--- config.mk ---
export PLATFORM = sky130hd
export DESIGN_NAME = pattern_bit_serializer
export DESIGN_NICKNAME = d
export VERILOG_FILES = /design/src/rtl/pattern_pkg.sv /design/src/rtl/ser_bit_counter.sv /design/src/rtl/pattern_bit_serializer.sv
export SDC_FILE = /design/constraint.sdc
export NUM_CORES = 1
export LEC_CHECK = 0
export BUFFER_PORTS_ARGS = -buffer_cell sky130_fd_sc_hd__buf_2
export CAP_MARGIN = 10
export CORE_UTILIZATION = 44
export CTS_CLUSTER_SIZE = 30
export DETAILED_ROUTE_END_ITERATION = 10
export PLACE_DENSITY_LB_ADDON = 0.1
export RECOVER_POWER = 25
export SLEW_MARGIN = 20
export SYNTH_ARGS = -nofsm -noshare
export SYNTH_HDL_FRONTEND = slang
export SYNTH_HIERARCHICAL = 1
export SYNTH_SLANG_ARGS = --single-unit
--- constraint.sdc ---
create_clock -name clk -period 1.8 [get_ports clk]
set_input_delay 0.36 -clock clk [delete_from_list [all_inputs] [get_ports clk]]
set_output_delay 0.36 -clock clk [all_outputs]
set_load 0.01 [all_outputs]
--- src/rtl/pattern_pkg.sv ---
// rtl/pattern_pkg.sv - shared types and constants for the pattern serializer path
package pattern_pkg;
  typedef enum logic {IDLE = 1'b0, SHIFT = 1'b1} ser_state_t;
  localparam logic SERIAL_IDLE_LEVEL = 1'b0;
endpackage

--- src/rtl/ser_bit_counter.sv ---
// rtl/ser_bit_counter.sv - clearable, enable-gated bit counter with terminal-count flag
module ser_bit_counter #(
  parameter int DATA_WIDTH = 8,
  localparam int CW = $clog2(DATA_WIDTH)
) (
  input  logic clk,
  input  logic n_rst,
  input  logic i_clr,
  input  logic i_en,
  output logic o_tc
);
  logic [CW-1:0] r_count;

  // Clear wins over enable so a word load on the last bit restarts at zero
  always_ff @(posedge clk or negedge n_rst) begin
    if (!n_rst) begin
      r_count <= '0;
    end else if (i_clr) begin
      r_count <= '0;
    end else if (i_en) begin
      r_count <= r_count + 1'b1;
    end
  end

  assign o_tc = (r_count == CW'(DATA_WIDTH - 1));
endmodule

--- src/rtl/pattern_bit_serializer.sv ---
// rtl/pattern_bit_serializer.sv - parallel-to-serial front end with one-word holding buffer
module pattern_bit_serializer
  import pattern_pkg::*;
#(
  parameter int DATA_WIDTH = 8,
  parameter bit MSB_FIRST  = 1'b1
) (
  input  logic                  clk,
  input  logic                  n_rst,
  input  logic [DATA_WIDTH-1:0] data_in,
  input  logic                  data_valid,
  output logic                  data_ready,
  input  logic                  shift_strobe,
  output logic                  serial_out,
  output logic                  serial_valid,
  output logic                  word_done,
  output logic                  busy
);
  ser_state_t            r_state;
  logic [DATA_WIDTH-1:0] r_shift;
  logic [DATA_WIDTH-1:0] r_hold;
  logic                  r_hold_full;

  logic                  w_shifting;
  logic                  w_accept;
  logic                  w_tc;
  logic                  w_last;
  logic                  w_load;
  logic                  w_head;
  logic [DATA_WIDTH-1:0] w_advanced;

  assign w_shifting = (r_state == SHIFT);
  assign w_accept   = data_valid && !r_hold_full;
  assign w_last     = w_shifting && shift_strobe && w_tc;
  assign w_load     = ((r_state == IDLE) && w_accept) || w_last;
  assign w_head     = MSB_FIRST ? r_shift[DATA_WIDTH-1] : r_shift[0];
  assign w_advanced = MSB_FIRST ? {r_shift[DATA_WIDTH-2:0], 1'b0}
                                : {1'b0, r_shift[DATA_WIDTH-1:1]};

  ser_bit_counter #(.DATA_WIDTH(DATA_WIDTH)) u_bit_counter (
    .clk   (clk),
    .n_rst (n_rst),
    .i_clr (w_load),
    .i_en  (w_shifting && shift_strobe),
    .o_tc  (w_tc)
  );

  always_ff @(posedge clk or negedge n_rst) begin
    if (!n_rst) begin
      r_state     <= IDLE;
      r_shift     <= '0;
      r_hold      <= '0;
      r_hold_full <= 1'b0;
    end else begin
      case (r_state)
        IDLE: begin
          if (w_accept) begin
            r_shift <= data_in;
            r_state <= SHIFT;
          end
        end
        SHIFT: begin
          if (w_last) begin
            // Held word takes priority; data_ready is low while it is full
            if (r_hold_full) begin
              r_shift     <= r_hold;
              r_hold_full <= 1'b0;
            end else if (w_accept) begin
              r_shift <= data_in;
            end else begin
              r_shift <= '0;
              r_state <= IDLE;
            end
          end else begin
            if (shift_strobe) r_shift <= w_advanced;
            if (w_accept) begin
              r_hold      <= data_in;
              r_hold_full <= 1'b1;
            end
          end
        end
        default: r_state <= IDLE;
      endcase
    end
  end

  assign data_ready   = !r_hold_full;
  assign serial_out   = w_shifting ? w_head : SERIAL_IDLE_LEVEL;
  assign serial_valid = w_shifting;
  assign word_done    = w_last;
  assign busy         = w_shifting || r_hold_full;
endmodule

# Yosys cells after proc, flatten, opt, wreduce, memory -nomap -nowiden
# Index checks and enable logic that the tools add are counted.
[classes] addsub=1 n_eq_ne=3 muxes=15 bitwise_logic=2 n_reduce_logical=12
[op_table] cell="8-bit two-way mux" n=5
[op_table] cell="8-bit one-hot mux with 2 select lines" n=1
[op_table] cell="1-bit two-way mux" n=6
[op_table] cell="3-bit two-way mux" n=2
[op_table] cell="1-bit logical AND" n=4
[op_table] cell="2-bit AND reduction" n=2
[op_table] cell="2-bit nonzero test" n=2
[op_table] cell="3-bit by 1-bit adder with 3-bit output (second input constant)" n=1
[op_table] cell="3-bit equality test (second input constant)" n=1
[op_table] cell="3-bit by 2-bit inequality test with 1-bit output (second input constant)" n=1
[op_table] cell="3-bit AND reduction" n=1
[op_table] cell="1-bit logical OR" n=2
[op_table] cell="2-bit inequality test (second input constant)" n=1
[op_table] cell="1-bit inverter" n=2
[op_table] cell="1-bit one-hot mux with 2 select lines" n=1
[op_table] cell="1-bit zero test" n=1
[totals] regBits=21 output_inout_bits=5

# Depth between registers and ports, before layout
# Gate-level depths: netlist of the first run.
[logic_depth] ltp_word=6 ltp_mapped=6 depth_no_buf=5

# By module
# Netlist of the first run, hierarchy kept.
[by_module_without_submodules] module="pattern_bit_serializer" n_inst=1 cells_per_inst=96 area_each_um2=983.4 seq_area_each_um2=450.4
[by_module_without_submodules] module="ser_bit_counter" n_inst=1 cells_per_inst=11 area_each_um2=140.1 seq_area_each_um2=75.1

# Worst setup path after synthesis of the first run
# No wires, ideal clock.
[synth_timing] path_type="register to register" from="reg u_bit_counter.r_count[0]" to="reg r_hold[0]" t_arrival_ps=1564 required_time_ps=1675 path_slack_ps=112 path_stages_with_launch=6 synth_period_minus_slack_ps=1688 cell_sequence="dfrtp_1 ha_1 ha_1 a21boi_1 nand3_2 mux2_2"
[synth_via] elab_chain_len=4
[synth_lines] item="from (decl)" line_no="ser_bit_counter.sv:12" rtl="logic [CW-1:0] r_count;"
[synth_lines] item="from (signal assigned)" line_no="ser_bit_counter.sv:21" rtl="r_count <= r_count + 1'b1;"
[synth_lines] item="3-bit equality test" line_no="ser_bit_counter.sv:25" rtl="assign o_tc = (r_count == CW'(DATA_WIDTH - 1));"
[synth_lines] item="named net w_tc" line_no="pattern_bit_serializer.sv:26" rtl="logic w_tc;"
[synth_lines] item="1-bit logical AND" line_no="pattern_bit_serializer.sv:34" rtl="assign w_last = w_shifting && shift_strobe && w_tc;"
[synth_lines] item="1-bit inverter (no line)"
[synth_lines] item="3-bit AND reduction (no line)"
[synth_lines] item="to (signal assigned)" line_no="pattern_bit_serializer.sv:77" rtl="r_hold <= data_in;"
[synth_lines] item="to (decl)" line_no="pattern_bit_serializer.sv:21" rtl="logic [DATA_WIDTH-1:0] r_hold;"
# The timed path passes the listed nets, and every way through them passes these cells.
# A chain may end at the register's enable or synchronous reset.

# Final worst setup path of the first run
[layout_timing] from="reg u_bit_counter.r_count[1]" to="out word_done"
[layout_via] elab_chain_len=2
[layout_lines] item="3-bit equality test" line_no="ser_bit_counter.sv:25"
[layout_lines] item="named net w_tc" line_no="pattern_bit_serializer.sv:26"
[layout_lines] item="1-bit logical AND" line_no="pattern_bit_serializer.sv:34"
[layout_lines] item="to (decl)" line_no="pattern_bit_serializer.sv:16" rtl="output logic word_done,"
# The timed path passes the listed nets, and every way through them passes these cells.

==> results.toml, run 1 <==
[floorplanning]
die_w_um = 52.5
dieArea_um2 = 2760
number_of_i_o_pins = 17
die_height_um = 52.5
core_region_area_um2 = 2320
floorplan.initialDensity_pct = 48.5
rows = 17

[final_layout]
layout-drive-gt1-share_pct = 31.5
design_area_um2 = 1310
final.fill_count = 208
layout_overhead_on_the_synthesized_area_pct = 16.7
instances_no_fill = 158
antennaDiodeCount = 0
final_net_count = 145

[timing]
timing.setup.tns_ps = 0
fmax_ghz = 0.577
final.period_utilization_pct = 96.3
count_of_pins_over_their_slew_limit = 0
remaining_max_slew_budget_at_the_tightest_pin_pct = 21.8
finalCriticalPeriod_ps = 1730
hold_viol = 0
timing.final.setup_violations = 0
timing_worst_slew_pin_value_ps = 1170
final.setup_skew_ps = 8.77
worst_hold_slack_ps = 305

[pwr]
pwr-share-seq_pct = 40.0
power.ir.vdd_worst_mv = 0.916
clock_power_share_pct = 11.3
power.combinational.fraction_pct = 48.7
power.internal_uw = 1320
power_density_nw_per_um2 = 1570
p_total_uw = 2050
static-leakage-power_uw = 0.000578
p_sw_share_pct = 35.6
power.net_switching_uw = 731

[clock_network]
tritoncts = "built"
clk_root_buffer_cell = "sky130_fd_sc_hd__clkbuf_4"
clkSinkCount = 21
clkLatencyLatePin_ps = 310
clockBufferDepth = 2
cts.htree.levels = 1
clkTransAtPathRegs_ps = 120
cts-buffers-inserted = 3

[critical_path]
required_ps = 1440
critical_path_arrival_ps = 1370
crit_path_max_fanout = 2
setup.worst_path.end_class = "output port"
setup.worst_path.class = "flop to output port"
worst_setup_path_start_kind = "flop"

[yosys]
yosys.cell_types.count = 25
postSynthRegisterBits = 21
async_flop_share_pct = 100
synth_top_flop_cell = "sky130_fd_sc_hd__dfrtp_1"
netlist_instances = 107
synth_edf_count = 0
synth_area_um2 = 1120
ys_warn_count = 6
synth_fp_nets = 121
avgSynthCellArea_um2 = 10.5
share_of_the_yosys_chip_area_belonging_to_registers_pct = 46.8

[route]
drt_pre_antenna_iters = 4
routed_via_density = 5.51
drt-initial-drc-count = 14
drcViolationCount = 0
routed_length_per_placed_instance_um = 15.0
drtAntennaViolNets = 0
route.final.wire_length_um = 2370
route.vias.total = 870

[placement]
dpl.hpwl_um = 1570
placedCellCount = 150
gp_routability_congestion = 0.701
place.port_buffers = 16
placed_area_um2 = 1240

[global_routing]
grt_use_total_pct = 20.3
antenna_found_initial = 0
grt_first_pass_wirelength_um = 3910
grt_max_degree = 22
globalRouteOverflowTotal = 0
grt_pass1_vias = 857

[flow_run]
timing.max_cap.violations = 0

[worst_hold_path]
worst_hold_path_type = "primary input to flop"

[status]
run_status = "finished clean"
==> cell families after synthesis <==
| logic type | after synthesis | share of synthesized area (%) |
|---|---|---|
| AO/OA/AOI/OAI | 27 | 17.7 |
| adder cells (fa/ha/maj) | 2 | 2.23 |
| buffers and inverters | 9 | 4.34 |
| XOR/XNOR | 1 | 0.780 |
| AND/OR/NAND/NOR | 37 | 18.4 |
| multiplexers | 10 | 9.80 |
| flip-flops | 21 | 46.8 |
==> final timing paths <==
kind / start / to / slack (ps) / cells past startpoint
max: u_bit_counter/r_count[1]$_DFFE_PN0P_ / word_done / 70 / 6
min: data_in[4] / r_hold[4]$_DFFE_PN0P_ / 310 / 2
max reg2reg: u_bit_counter/r_count[1]$_DFFE_PN0P_ / r_hold[1]$_DFFE_PN0P_ / 130 / 5
min reg2reg: r_shift[5]$_DFFE_PN0P_ / r_shift[5]$_DFFE_PN0P_ / 510 / 1
max in group asynchronous: n_rst / r_hold[0]$_DFFE_PN0P_ / 310 / 2
min in group asynchronous: n_rst / r_shift[3]$_DFFE_PN0P_ / 790 / 2
==> placed cells by master, fill, tap and decap left out, drive strengths merged <==
cell	instances
ha	2
a21boi	2
nor2	3
o21ai	2
o21a	7
dlygate4sd3	1
o221ai	1
nand3b	8
nand3	2
a21oi	7
clkbuf	4
xnor2	1
mux2i	2
or2	1
mux2	8
clkinv	1
or3b	1
nand2b	1
and2	8
inv	3
buf	23
nand2	13
o32a	7
a21o	1
dfrtp	21
==> power by group through the flow <==
stage	registers (uW)	clock network (uW)	logic, uW
after floorplan	810	0	724
after global placement	829	0	933
after detailed placement	835	0	955
after CTS	822	249	986
after global routing	846	262	1130
final	822	231	1000
==> per-stage QoR <==
| step | worst slack [ps] | util [%] |
|---|---|---|
| global route | -1.20 | 56.6 |
| floorplan | 112 | - |
| finish | 66.0 | 56.6 |
| global placement | 129 | 53.4 |
| detailed placement | 95.1 | 53.4 |
| CTS | 23.4 | 56.1 |
==> critical path: stages, from the launching register on <==
cell,delay (ps)
sky130_fd_sc_hd__dfrtp_1,400
sky130_fd_sc_hd__ha_2,190
sky130_fd_sc_hd__ha_2,170
sky130_fd_sc_hd__nand3_2,60
sky130_fd_sc_hd__buf_6,100
sky130_fd_sc_hd__inv_2,30
sky130_fd_sc_hd__buf_2,120
==> metal layers <==
layer	wire length (um)	global-route usage, %	vias up
met3	63	3.48	5
met5	0	0	-
met1	1140	25.7	421
li1	-	-	428
met4	26	6.58	0
met2	1140	34.6	16
==> synthesized netlist by cell type, types with 2 or more instances <==
cell / number / area, um2
sky130_fd_sc_hd__ha_1: 2 / 25.0
sky130_fd_sc_hd__mux2_2: 8 / 90.1
sky130_fd_sc_hd__nor2_1: 3 / 11.3
sky130_fd_sc_hd__a21oi_1: 7 / 35.0
sky130_fd_sc_hd__clkbuf_1: 4 / 15.0
sky130_fd_sc_hd__mux2i_1: 2 / 20.0
sky130_fd_sc_hd__o32a_1: 7 / 70.1
sky130_fd_sc_hd__and2_1: 8 / 50.1
sky130_fd_sc_hd__nand3b_1: 8 / 60.1
sky130_fd_sc_hd__buf_6: 2 / 22.5
sky130_fd_sc_hd__o21a_1: 7 / 52.6
sky130_fd_sc_hd__o21ai_0: 2 / 10.0
sky130_fd_sc_hd__inv_1: 3 / 11.3
sky130_fd_sc_hd__dfrtp_1: 21 / 526
sky130_fd_sc_hd__nand2_1: 13 / 48.8
==> flip-flops by register name, indices dropped and copies added, names as in the netlist <==
name	flops
r_hold_full	1
serial_valid	1
r_hold	8
u_bit_counter/r_count	3
r_shift	8
==> timing repair <==
action,CTS,global route
hold buffers,1,0
endpoints found under the hold margin,12,0
endpoints found under the setup margin,1,1
resized for setup,3,2
buffers inserted,2,1
pin swaps,1,1
==> cell type report <==
class | count | area, um2 | area share (%)
sequential | 21 | 526 | 40.1
clock buffer | 3 | 22.5 | 1.72
timing repair buffer | 25 | 153 | 11.6
tap | 28 | 35.0 | 2.67
multi-input combinational | 77 | 559 | 42.7
inverter | 3 | 11.3 | 0.859
clock inverter | 1 | 5.00 | 0.382
(Power assumes the default switching activity.)
==> run 2, diff against run 1 <==
Settings changed: GPL_TIMING_DRIVEN set to 0.
==> run 2 against run 1 <==
Register-to-register slack worse by 20 ps. Critical path depth fell by 3. Non-clock buffer count down 1. Global-route usage increased by 1.7 points. Core utilization grew 0.92 points. Total power rose by 2.7%. Clock power barely moved. Flip-flop and latch count is the same. Setup slack gained 20 ps. Sequential power grew 2%. Via count up 0.46%. Die area is the same.
==> results.toml, run 2 (same netlist as run 1, synthesis figures left out) <==
[floorplanning]
number_of_i_o_pins = 17
die_height_um = 52.5
dieArea_um2 = 2760
core_region_area_um2 = 2320
die_w_um = 52.5
floorplan.initialDensity_pct = 48.5
rows = 17

[clock_network]
tritoncts = "built"
clkLatencyLatePin_ps = 300
clockBufferDepth = 2
clkTransAtPathRegs_ps = 120
clk_root_buffer_cell = "sky130_fd_sc_hd__clkbuf_4"
cts-buffers-inserted = 3
cts.htree.levels = 1
postCtsHoldBufs = 0
clkSinkCount = 21

[critical_path]
setup.worst_path.end_class = "output port"
crit_top_cell = "sky130_fd_sc_hd__buf_2"
max_stage_delay_ps = 420
worstReg2RegStart = "serial_valid$_DFF_PN0_"
required_ps = 1440
crit_path_max_fanout = 10
worst_setup_path_start_kind = "flop"
setup.worst_path.class = "flop to output port"
reg2reg_depth = 5
worstPathCellList = "buf_2, or2_2, buf_2"
slowest_stage = "sky130_fd_sc_hd__dfrtp_1"
setup.reg_to_reg.worst_slack_ps = 110
r2r_end = "r_shift[3]$_DFFE_PN0P_"
critical_path_arrival_ps = 1350

[global_routing]
grt_first_pass_wirelength_um = 4280
grt_max_degree = 22
antenna_found_initial = 0
globalRouteOverflowTotal = 0
grt_use_total_pct = 22.0
grt_pass1_vias = 915

[route]
routed_via_density = 5.57
drtAntennaViolNets = 0
drt-initial-drc-count = 12
drcViolationCount = 0
route.vias.total = 874
drt_pre_antenna_iters = 4
route.final.wire_length_um = 2390
routed_length_per_placed_instance_um = 15.2

[pwr]
power.internal_uw = 1340
pwr-share-seq_pct = 39.6
power.net_switching_uw = 766
p_total_uw = 2110
power.combinational.fraction_pct = 49.5
p_sw_share_pct = 36.3
power_density_nw_per_um2 = 1580
static-leakage-power_uw = 0.000585
clock_power_share_pct = 10.9
power.ir.vdd_worst_mv = 0.783

[placement]
gp_routability_congestion = 0.724
dp_slack_ps = -271
place.port_buffers = 16
dpl.hpwl_um = 1540
placed_area_um2 = 1240

[final_layout]
layout_common_cells = "21 x sky130_fd_sc_hd__dfrtp_1, 16 x sky130_fd_sc_hd__buf_2, 13 x sky130_fd_sc_hd__nand2_1"
layout-drive-gt1-share_pct = 31.0
antennaDiodeCount = 0
largest_registers_in_the_final_layout = "r_hold x8, r_shift x8, u_bit_counter/r_count x3"
final.fill_count = 197
postLayoutCoreUtil_pct = 57.5
layout_overhead_on_the_synthesized_area_pct = 18.6
layout.cells.most_common = "sky130_fd_sc_hd__dfrtp_1"
final_net_count = 144
design_area_um2 = 1330

[timing]
count_of_pins_over_their_slew_limit = 0
timing_worst_slew_pin_value_ps = 1140
remaining_max_slew_budget_at_the_tightest_pin_pct = 23.8
setup_repair_after_global_routing_missed_its_margin = "no"
hold_viol = 0
timing.final.setup_violations = 0
final.setup_skew_ps = 2.66
final.period_utilization_pct = 95.2
finalCriticalPeriod_ps = 1710
worst_hold_slack_ps = 242
final.setup.worst_slack_ps = 85.6
fmax_ghz = 0.583

[status]
run_status = "finished clean"

[flow_run]
timing.max_cap.violations = 0

[worst_hold_path]
worst_hold_path_type = "primary input to asynchronous set/reset pin"
run 2: cell types whose count changed in the layout (fill, tap and decap cells not counted), sizes merged:
cell | before | now
buf | 23 | 21
clkbuf | 4 | 6
dlygate4sd3 | 1 | 0
run 2: how the worst max path moves through the flow:
stage	start	end	slack [ps]	cells past startpoint
2_1_floorplan	u_bit_counter/r_count[0]$_DFFE_PN0P_	r_hold[0]$_DFFE_PN0P_	110	5
3_5_place_dp	u_bit_counter/r_count[0]$_DFFE_PN0P_	r_hold[1]$_DFFE_PN0P_	-270	5
5_1_grt	r_hold_full$_DFFE_PN0P_	busy	10	3
3_3_place_gp	u_bit_counter/r_count[0]$_DFFE_PN0P_	r_hold[4]$_DFFE_PN0P_	-250	5
4_1_cts	u_bit_counter/r_count[0]$_DFFE_PN0P_	word_done	-6	6
6_report	r_hold_full$_DFFE_PN0P_	busy	90	3
run 2: worst max-delay path, delay by kind of cell (launching register included):
kind          cells  cell delay (ps)
simple gates      1              280
buf+inv           2              350
flops             1              420
run 2: metal layers:
| layer | track usage [%] | vias to the layer above | wire (um) |
|---|---|---|---|
| li1 | - | 427 | - |
| met1 | 29.1 | 427 | 1160 |
| met2 | 35.2 | 18 | 1130 |
| met3 | 6.09 | 2 | 87 |
| met4 | 5.26 | 0 | 14 |
| met5 | 0 | - | 0 |
run 2: power by group through the flow:
stage | registers, uW | clock network, uW | logic [uW]
after global placement | 829 | 0 | 921
final | 836 | 230 | 1040
after floorplan | 810 | 0 | 724
after detailed placement | 839 | 0 | 935
after global routing | 868 | 258 | 1190
after CTS | 833 | 240 | 1020
run 2: repair_timing:
| item | CTS | global route |
|---|---|---|
| buffers inserted | 2 | 1 |
| endpoints found under the setup margin | 17 | 11 |
| gates resized for setup | 10 | 5 |
| pin swaps | 0 | 2 |
| endpoints found under the hold margin | 0 | 0 |
run 2: cell type report:
type | instances | area (um2) | share of cell area [%]
Buffer | 5 | 36.3 | 2.72
Multi-Input combinational cell | 77 | 596 | 44.7
Tap cell | 28 | 35.0 | 2.63
Clock inverter | 1 | 5.00 | 0.376
Clock buffer | 3 | 22.5 | 1.69
Timing Repair Buffer | 19 | 101 | 7.61
Sequential cell | 21 | 526 | 39.4
Inverter | 3 | 11.3 | 0.845
run 2: metrics by stage:
stage	instances	setup TNS (ps)
3_3_place_gp	151	-2160
2_1_floorplan	107	0
5_1_grt	157	0
6_report	157	0
4_1_cts	157	-6.34
3_5_place_dp	151	-2390
==> run 3, diff against run 2 <==
Clock period 1.8 ns to 1.5 ns, I/O delays scaled along.
==> run 3 against run 2 <==
Clock power rose by 18%. Non-clock buffer count increased by 13. The flow now finishes with violations (negative setup slack). Critical path type is now flop to flop. Largest power group unchanged. Combinational power increased by 50%. Hold slack gained 3.8 ps. Total power is 34% higher. Flip-flop and latch count stayed put. Clock skew is 7.9 ps higher. Sequential power up 20%. Via count up 9.2%. Design area up 13%.
==> results.toml, run 3 (same netlist as run 1, synthesis figures left out) <==
[pwr]
power.ir.vdd_worst_mv = 1.03
static-leakage-power_uw = 0.000667
p_sw_share_pct = 35.2
power.combinational.fraction_pct = 55.0
power_density_nw_per_um2 = 1880
clock_power_share_pct = 9.6
p_total_uw = 2830
power.net_switching_uw = 997
power.internal_uw = 1830
pwr-share-seq_pct = 35.4

[final_layout]
design_area_um2 = 1510
instances_no_fill = 171
final_net_count = 158
largest_registers_in_the_final_layout = "r_hold x8, r_shift x8, u_bit_counter/r_count x3"
layout_overhead_on_the_synthesized_area_pct = 34.0
postLayoutCoreUtil_pct = 64.9
layout_common_cells = "21 x sky130_fd_sc_hd__dfrtp_1, 13 x sky130_fd_sc_hd__buf_2, 12 x sky130_fd_sc_hd__nand2_1"
final.fill_count = 194
layout.cells.most_common = "sky130_fd_sc_hd__dfrtp_1"
layout-drive-gt1-share_pct = 40.6
antennaDiodeCount = 0

[placement]
placedCellCount = 151
place.port_buffers = 16
dpl.hpwl_um = 1550
placed_area_um2 = 1250
gp_routability_congestion = 0.747

[critical_path]
worst_setup_path_start_kind = "flop"
worstPathCellList = "ha_2, ha_4, nand3_2, buf_4, buf_4, buf_4, buf_4, a21oi_1, o32a_1"
max_stage_delay_ps = 400
critical_path.startpoint = "u_bit_counter/r_count[0]$_DFFE_PN0P_"
setup.reg_to_reg.worst_slack_ps = -200
worstReg2RegStart = "u_bit_counter/r_count[0]$_DFFE_PN0P_"
buffering_stage_count_on_the_worst_path_with_inverters_included = 4
critical_path_arrival_ps = 1910
crit_top_cell = "sky130_fd_sc_hd__buf_4"
required_ps = 1710
setup.worst_path.end_class = "flop"
r2r_end = "r_shift[1]$_DFFE_PN0P_"
reg2reg_depth = 9
crit_path_max_fanout = 2
setup.worst_path.class = "flop to flop"
slowest_stage = "sky130_fd_sc_hd__dfrtp_1"
path_delay_family = "flip-flops"

[timing]
finalCriticalPeriod_ps = 1700
count_of_pins_over_their_slew_limit = 0
fmax_ghz = 0.587
timing.final.setup_violations = 17
hold_viol = 0
final.setup.worst_slack_ps = -204
final.setup_skew_ps = 10.6
final.period_utilization_pct = 114
setup_repair_after_global_routing_missed_its_margin = "yes"
worst_hold_slack_ps = 246
timing_worst_slew_pin_value_ps = 598
remaining_max_slew_budget_at_the_tightest_pin_pct = 60.1

[clock_network]
clockBufferDepth = 2
cts-buffers-inserted = 3
clk_root_buffer_cell = "sky130_fd_sc_hd__clkbuf_4"
cts.htree.levels = 1
clkLatencyLatePin_ps = 310
clkSinkCount = 21
tritoncts = "built"
clkTransAtPathRegs_ps = 120

[global_routing]
grt_first_pass_wirelength_um = 4430
grt_max_degree = 22
globalRouteOverflowTotal = 0
antenna_found_initial = 0
grt_use_total_pct = 22.9
grt_pass1_vias = 928

[route]
routed_via_density = 5.58
drt-initial-drc-count = 22
routed_length_per_placed_instance_um = 15.7
route.final.wire_length_um = 2690
route.vias.total = 954
drt_pre_antenna_iters = 4
drtAntennaViolNets = 0
drcViolationCount = 0

[floorplanning]
number_of_i_o_pins = 17
dieArea_um2 = 2760
die_height_um = 52.5
core_region_area_um2 = 2320
die_w_um = 52.5
rows = 17
floorplan.initialDensity_pct = 48.5

[worst_hold_path]
worst_hold_path_type = "primary input to flop"
hold_path_cell_cnt = 2
timing.hold.worst_endpoint = "r_hold[0]$_DFFE_PN0P_"
hp_start = "data_in[0]"

[status]
failed_checks = "negative setup slack"
run_status = "finished, violations left"

[flow_run]
timing.max_cap.violations = 0
-- run 3: cell count changes in the layout (fill, tap and decap cells not counted), moves of 2 or more --
| cell | previous run | this run |
|---|---|---|
| sky130_fd_sc_hd__inv_1 | 3 | 1 |
| sky130_fd_sc_hd__buf_4 | 3 | 10 |
| sky130_fd_sc_hd__buf_8 | 0 | 2 |
| sky130_fd_sc_hd__buf_2 | 16 | 13 |
| sky130_fd_sc_hd__nand3_2 | 0 | 2 |
| sky130_fd_sc_hd__inv_4 | 0 | 2 |
| sky130_fd_sc_hd__buf_6 | 2 | 9 |
-- run 3: routing by layer --
layer  vias to the layer above  track usage [%]  wire length [um]
met2                        27             37.6              1350
li1                        459                -                 -
met1                       466             30.0              1220
met3                         2             6.09               108
met5                         -                0                 0
met4                         0             5.26                14
-- run 3: metrics by stage --
step                      setup WS (ps)  setup TNS [ps]
after floorplan                   -77.5           -1160
after global placement             -318           -3930
after detailed placement           -317           -3990
after CTS                          -200           -2410
after global routing               -256           -3660
final                              -204           -2610
-- run 3: how the worst max path moves through the flow --
stage / end / cells after the start / slack (ps)
2_1_floorplan: r_shift[1]$_DFFE_PN0P_ / 5 / -80
3_3_place_gp: r_hold[5]$_DFFE_PN0P_ / 5 / -320
3_5_place_dp: r_hold[7]$_DFFE_PN0P_ / 5 / -320
4_1_cts: word_done / 6 / -200
5_1_grt: r_shift[1]$_DFFE_PN0P_ / 9 / -260
6_report: r_shift[1]$_DFFE_PN0P_ / 9 / -200
-- run 3: final cells by class --
cell class	count	area, um2	share of cell area (%)
Clock buffer	4	26.3	1.75
Sequential cell	21	526	34.9
Tap cell	28	35.0	2.33
Multi-Input combinational cell	78	612	40.6
Inverter	3	16.3	1.08
Timing Repair Buffer	31	229	15.2
Buffer	6	61.3	4.07
-- run 3: worst register-to-register path: cells and delay by family, from the launching register on --
kind	cells	cell delay, ps
and+or+nand+nor	1	90
DFF	1	400
adders and majority gates	2	360
AOI/OAI and AO/OA	2	370
buffers and inverters	4	390
-- run 3: power groups by stage --
| stage | clock [uW] | combinational (uW) | sequential, uW |
|---|---|---|---|
| after global placement | 0 | 1140 | 994 |
| final | 271 | 1560 | 1000 |
| after global routing | 311 | 1700 | 1030 |
| after floorplan | 0 | 893 | 972 |
| after CTS | 293 | 1510 | 994 |
| after detailed placement | 0 | 1160 | 999 |
-- run 3: what timing repair did --
| item | CTS | global route |
|---|---|---|
| hold endpoints to repair | 21 | 0 |
| pin swaps | 3 | 2 |
| endpoints found under the setup margin | 23 | 23 |
| resized for setup | 25 | 6 |
| hold buffers | 1 | 0 |
| cloned | 2 | 0 |
| setup buffers | 12 | 1 |
